==> config.mk <==
export PLATFORM = sky130hd
export DESIGN_NAME = mem_arbiter
export DESIGN_NICKNAME = d
export VERILOG_FILES = /design/src/rtl/mem_arbiter_pkg.sv /design/src/rtl/mem_arbiter_arb_rr2.sv /design/src/rtl/mem_arbiter.sv
export SDC_FILE = /design/constraint.sdc
export NUM_CORES = 1
export LEC_CHECK = 0
export ABC_AREA = 1
export CAP_MARGIN = 25
export CORE_AREA = 2 2 339 341
export DETAILED_ROUTE_END_ITERATION = 10
export DIE_AREA = 0 0 341 343
export GPL_ROUTABILITY_DRIVEN = 0
export SETUP_SLACK_MARGIN = 0.2
export SYNTH_ARGS = -nofsm -noshare
export SYNTH_HDL_FRONTEND = slang
export SYNTH_HIERARCHICAL = 1
export SYNTH_SLANG_ARGS = --single-unit
==> constraint.sdc <==
create_clock -name clk -period 2.9 [get_ports clk]
set_input_delay 0.58 -clock clk [delete_from_list [all_inputs] [get_ports clk]]
set_output_delay 0.58 -clock clk [all_outputs]
set_load 0.02 [all_outputs]
==> src/rtl/mem_arbiter_pkg.sv <==
// Shared definitions for the cache-to-memory arbiter: block geometry, FSM state
// encodings and grant encodings, also used by the caches and the memory model.
package mem_arbiter_pkg;

    localparam int ADDR_W = 28;
    localparam int DATA_W = 128;

    typedef enum logic [1:0] {
        IDLE   = 2'd0,
        BUSY_I = 2'd1,
        BUSY_D = 2'd2
    } arb_state_e;

    localparam logic GRANT_I = 1'b0;
    localparam logic GRANT_D = 1'b1;

endpackage

==> src/rtl/mem_arbiter_arb_rr2.sv <==
// Two-requester priority picker: round-robin against the previous grant, or
// fixed priority with the D-cache winning, when both caches request together.
module arb_rr2 #(
    parameter bit RR = 1'b1
) (
    input  logic req_i,
    input  logic req_d,
    input  logic last_grant,
    output logic grant_valid,
    output logic grant
);
    import mem_arbiter_pkg::*;

    always_comb begin
        grant_valid = req_i | req_d;
        grant       = GRANT_I;
        if (req_i && req_d) begin
            grant = RR ? ~last_grant : GRANT_D;
        end else if (req_d) begin
            grant = GRANT_D;
        end
    end

endmodule

==> src/rtl/mem_arbiter.sv <==
// Serialises I-cache and D-cache block requests onto one slow-memory port and
// routes the completion pulse back to whichever cache owns the transaction.
module mem_arbiter #(
    parameter int ADDR_W = mem_arbiter_pkg::ADDR_W,
    parameter int DATA_W = mem_arbiter_pkg::DATA_W,
    parameter bit RR     = 1'b1
) (
    input  logic              clk,
    input  logic              proc_reset,
    input  logic              ic_read,
    input  logic              ic_write,
    input  logic [ADDR_W-1:0] ic_addr,
    input  logic [DATA_W-1:0] ic_wdata,
    output logic [DATA_W-1:0] ic_rdata,
    output logic              ic_ready,
    input  logic              dc_read,
    input  logic              dc_write,
    input  logic [ADDR_W-1:0] dc_addr,
    input  logic [DATA_W-1:0] dc_wdata,
    output logic [DATA_W-1:0] dc_rdata,
    output logic              dc_ready,
    output logic              mem_read,
    output logic              mem_write,
    output logic [ADDR_W-1:0] mem_addr,
    output logic [DATA_W-1:0] mem_wdata,
    input  logic [DATA_W-1:0] mem_rdata,
    input  logic              mem_ready,
    output logic [1:0]        state_dbg
);
    import mem_arbiter_pkg::*;

    // Handshake: each cache holds read/write until its one-cycle ready pulse;
    // the memory sees a strobe held until its one-cycle mem_ready pulse.
    arb_state_e state, next_state;
    logic       last_grant;
    logic       req_i, req_d;
    logic       grant_valid, grant;
    logic       load;

    assign req_i = ic_read | ic_write;
    assign req_d = dc_read | dc_write;

    arb_rr2 #(.RR(RR)) u_pick (
        .req_i       (req_i),
        .req_d       (req_d),
        .last_grant  (last_grant),
        .grant_valid (grant_valid),
        .grant       (grant)
    );

    always_ff @(posedge clk) begin
        if (proc_reset) begin
            state <= IDLE;
        end else begin
            state <= next_state;
        end
    end

    // Grants are only taken from IDLE, which forces one idle cycle after every
    // completion so a strobe the cache is about to drop is never re-granted.
    always_comb begin
        next_state = state;
        load       = 1'b0;
        case (state)
            IDLE: begin
                if (grant_valid) begin
                    load       = 1'b1;
                    next_state = (grant == GRANT_D) ? BUSY_D : BUSY_I;
                end
            end
            BUSY_I, BUSY_D: begin
                if (mem_ready) begin
                    next_state = IDLE;
                end
            end
            default: next_state = IDLE;
        endcase
    end

    always_ff @(posedge clk) begin
        if (proc_reset) begin
            mem_read   <= 1'b0;
            mem_write  <= 1'b0;
            mem_addr   <= '0;
            mem_wdata  <= '0;
            last_grant <= GRANT_I;
        end else if (load) begin
            last_grant <= grant;
            if (grant == GRANT_D) begin
                mem_addr  <= dc_addr;
                mem_wdata <= dc_wdata;
                mem_write <= dc_write;
                mem_read  <= dc_read & ~dc_write;
            end else begin
                mem_addr  <= ic_addr;
                mem_wdata <= ic_wdata;
                mem_write <= ic_write;
                mem_read  <= ic_read & ~ic_write;
            end
        end else if ((state != IDLE) && mem_ready) begin
            mem_read  <= 1'b0;
            mem_write <= 1'b0;
        end
    end

    assign ic_ready  = mem_ready & (state == BUSY_I);
    assign dc_ready  = mem_ready & (state == BUSY_D);
    assign ic_rdata  = mem_rdata;
    assign dc_rdata  = mem_rdata;
    assign state_dbg = state;

endmodule

---- Yosys cells after proc, flatten, opt, wreduce, memory -nomap -nowiden ----
Cells that the tools add are included.
storage, ports and cells
  register bits after elaboration ......... 161
  output and inout port bits .............. 418
  logic and storage cells ................. 42
operators by class
  eq/ne operators ......................... 4
  muxes and demuxes ....................... 15
  bitwise gates (word level) .............. 10
  reductions and logical operators ........ 7
operators with widths
  operator            count
  $mux 128            1
  $mux 28             1
  $mux 1              9
  $mux 2              3
  $and 1x1->1         4
  $ne 2x2->1 const B  2
  $pmux 2 s2          1
  $reduce_bool 2->1   2
  $not 1->1           3
  $or 1x1->1          3
  $eq 2x1->1 const B  1
  $eq 2x2->1 const B  1
  $logic_and 1x1->1   2
  $logic_not 2->1     1
  $reduce_and 2->1    1
  $reduce_or 2->1     1

---- Longest topological paths before layout ----
  word-level depth ........................ 6
  mapped depth ............................ 10
  mapped depth without buffers ............ 7

---- By module ----
Netlist, hierarchy kept.
modules (own cells, without submodules)
  module       times used  cells each  area an instance (um^2)  seq. area each (um^2)
  mem_arbiter  1           1326        9221.3                   3223.1
  arb_rr2      1           3           15.0                     0.0

---- Worst setup path before layout ----
No wires, ideal clock.
  path type ............................... input port to flip-flop
  start point ............................. in dc_write
  end point ............................... reg mem_addr[5]
  arrival ................................. 1.738 ns
  required time ........................... 2.768 ns
  setup slack ............................. 1.030 ns
  stages .................................. 7
  path through ............................ or2_2 or2_1 nand2_2 clkbuf_1 nor2_1 o21ai_0 a21oi_1
on the way
  word-level cells in the longest chain between the ends .. 4
ends and longest elaborated chain
  item                  RTL line                   text
  start, declared       mem_arbiter.sv:17          input logic dc_write,
  $or 1x1->1            mem_arbiter.sv:41          assign req_d = dc_read | dc_write;
  $or 1x1->1            mem_arbiter_arb_rr2.sv:15  grant_valid = req_i | req_d;
  net grant_valid       mem_arbiter.sv:37          logic grant_valid, grant;
  $mux 1                mem_arbiter.sv:66          if (grant_valid) begin
  $mux 1                mem_arbiter.sv:64          case (state)
  end signal, assigned  mem_arbiter.sv:90          mem_addr <= dc_addr;
  end signal, assigned  mem_arbiter.sv:95          mem_addr <= ic_addr;
  end, declared         mem_arbiter.sv:24          output logic [ADDR_W-1:0] mem_addr,
The timed path passes the listed nets, and every way through them passes these cells.
A chain may end at the register's enable or synchronous reset.

---- Final worst setup path ----
  start point ............................. reg state[0], in the netlist state_dbg[0]
  end point ............................... out state_dbg[0]
RTL lines
  item                    RTL line           text
  start, declared         mem_arbiter.sv:34  arb_state_e state, next_state;
  start signal, assigned  mem_arbiter.sv:55  state <= next_state;
  end, declared           mem_arbiter.sv:28  output logic [1:0] state_dbg
No word-level cell between the ends.

==> impl_metrics.ini <==
[run_status]
status = finished clean

[cts]
cts_buffer_depth = 2
insertion_delay_ns = 0.53
cts_hold_buffers = 0
cts_tree = yes
ctsResizeCount = 0
root_buffer = clkbuf_16
cts_setup_buffers = 0
htreeDepth = 4
clk_pin_slew_worst_paths_ns = 0.08
cts_buffers = 17
cts_sinks = 161

[finish]
final_nets = 1973
nFillCells = 13045
seq_area_um2 = 3220
multiInputGateArea_um2 = 3520
area_growth_pct = 56.5
fin_cells = 3048
drive_above_1_share_pct = 4.95

[critical_path]
worstReg2RegStart = state_dbg[0]$_SDFFE_PP0P_
crit_fanout = 4
worst_path_max_delay_cell = clkdlybuf4s50_1
crit_family = buffers and inverters
path_buf_inv = 1
r2r_slack_ns = 1.00
r2r-end = mem_wdata[112]$_SDFFE_PP0P_
slowest_delay_ns = 0.76
reg2reg_depth = 8
required_ns = 2.32
endpoint_kind = output pin
path_depth = 1
path_class = reg2out
cp-start-kind = register
path_cells = clkdlybuf4s50_1
crit_arrival_ns = 1.77
timing.critical_path.from = state_dbg[0]$_SDFFE_PP0P_

[timing]
setup_viol = 0
finalHoldViolations = 0
slew_headroom_pct = 61.4
drv_slew = 0
fin_tns_setup_ns = 0
fin_skew_ns = 0.0165
timing.final.crit_period_ns = 2.35
fmax_ghz = 0.426
post-route-period-util_pct = 80.9
fin_ws_ns = 0.555
worst_pin_slew_ns = 0.578
grt_setup_unrepaired = false

[drt]
routed_wl_um = 58000
vias = 9234
drc_errors = 0
dr.pass1.iters = 5
ant_nets = 0
first_iter_violations = 510
via_per_inst = 3.03
avgRoutedWirePerCell_um = 19.0

[logic_synthesis]
synth_top_cell_by_area = dfxtp_1
synthesis.area_um2 = 9240
ys_seq_elements = 161
synth_top_cell_area_share_pct = 34.9
synthCells = 1329
synth_nets = 1779
ys_seq_area_share_pct = 34.9
synth-warning-count = 6
ys_top_cells_by_area = dfxtp_1 (35%), buf_4 (21%), nor2_1 (13%)
synth.distinct_cells = 19
avgSynthCellArea_um2 = 6.95

[global_routing]
grt_pass1_vias = 8683
grt_usage_pct = 9.59
antenna_found_initial = 4
overflow = 0
grt_pass1_wl_um = 74900
grt_max_degree = 79

[worst_hold_path]
hold_path_depth = 2
min_path_type = reg2reg
min_from = mem_wdata[126]$_SDFFE_PP0P_
hold_path_end = mem_wdata[126]$_SDFFE_PP0P_

[floorplanning]
core-area_um2 = 113000
die-area_um2 = 117000
die_x_um = 341
rows = 124
die_h_um = 343
io_pins = 865
start_util_pct = 8.14

[placed_design]
dp_slack_ns = 0.128
hpwl_um = 47800
portBuffers = 480
dp.cells = 3016

[power_and_ir_drop]
ir_drop_mv = 0.451
power_per_cell_area_nw_per_um2 = 686
p_leak_uw = 0.00487

[job]
drv_cap = 0
-- state kept, by name, indices dropped and copies added, names as in the netlist --
name,cells
last_grant,1
mem_addr,28
mem_read,1
mem_wdata,128
mem_write,1
state_dbg,2
-- Yosys cell counts --
cell	number
buf_6	21
or2_2	2
nor2_1	314
buf_2	33
inv_2	1
clkbuf_1	17
a21oi_1	161
nor3_1	1
o21ai_1	85
dfxtp_1	161
o21ai_0	73
buf_4	259
nand3_1	4
inv_1	10
nand2_1	169
ha_1	3
nand2_2	1
or2_1	1
clkbuf_2	13
-- layout by cell type (no fill, tap or decap), types with 4 or more instances in the layout --
cell type        synthesis  final
a21oi_1                161    160
buf_12                   0     12
buf_4                  259     28
clkbuf_16                0     17
clkdlybuf4s50_1          0    477
clkinvlp_4               0      5
dfxtp_1                161    161
inv_1                   10     10
inv_6                    0      5
nand2_1                169    169
nand3_1                  4      4
nor2_1                 314    314
o21ai_0                 73     73
o21ai_1                 85     85
-- per-layer routing --
| metal | wire length (um) | part of all wire [%] | track usage, % | vias up |
|---|---|---|---|---|
| met1 | 23100 | 40 | 10.8 | 4057 |
| met5 | 56 | 0.097 | 0.321 | - |
| li1 | - | - | - | 4383 |
| met4 | 1480 | 2.5 | 3.47 | 2 |
| met2 | 24600 | 42 | 13.9 | 706 |
| met3 | 8770 | 15 | 6.86 | 86 |
-- worst min-delay path, cell delays in order (launching register included) --
cell and delay, ns:
dfxtp_1 0.31, nand2_1 0.06, a21oi_1 0.05
-- power by group --
| part | switching [uW] | leakage (uW) | internal [uW] |
|---|---|---|---|
| Clock | 1180 | 0.000247 | 1100 |
| Sequential | 328 | 0.00134 | 2690 |
| Combinational | 2640 | 0.00328 | 1980 |
-- metrics by stage --
stage | power, uW | utilization [%] | instance area, um2 | hold slack, ns
after global placement | 7750 | 12.3 | 13900 | 0.451
after detailed placement | 7770 | 12.3 | 13900 | 0.453
after global routing | 10600 | 12.7 | 14500 | 0.460
final | 9920 | 12.7 | 14500 | 0.462
after CTS | 10200 | 12.7 | 14500 | 0.425
after floorplan | 5830 | - | 9240 | 0.468
-- cell families (layout without fill, tap and decap cells) --
| logic type | after synthesis | after routing | synth area share, % |
|---|---|---|---|
| simple gates | 492 | 492 | 20.2 |
| fa+ha+maj | 3 | 3 | 0.406 |
| other cells | 0 | 2 | 0 |
| compound gates | 319 | 319 | 17.3 |
| buf+inv | 354 | 559 | 27.2 |
| flops | 161 | 161 | 34.9 |
-- how the worst max path moves through the flow --
stage                                       endpoint
after floorplan             mem_addr[5]$_SDFFE_PP0P_
after global placement    mem_wdata[49]$_SDFFE_PP0P_
after detailed placement  mem_wdata[49]$_SDFFE_PP0P_
after CTS                               state_dbg[0]
after global routing                    state_dbg[0]
final                                   state_dbg[0]
-- cell type report --
class | count | area share (%)
multi-input cells | 814 | 24.4
well taps | 1512 | 13.1
repair buffers | 518 | 36.2
flip-flops and latches | 161 | 22.3
clock inverters | 13 | 0.736
diodes | 2 | 0.0346
inverters | 11 | 0.320
clock buffers | 17 | 2.94
(Power assumes the default switching activity.)
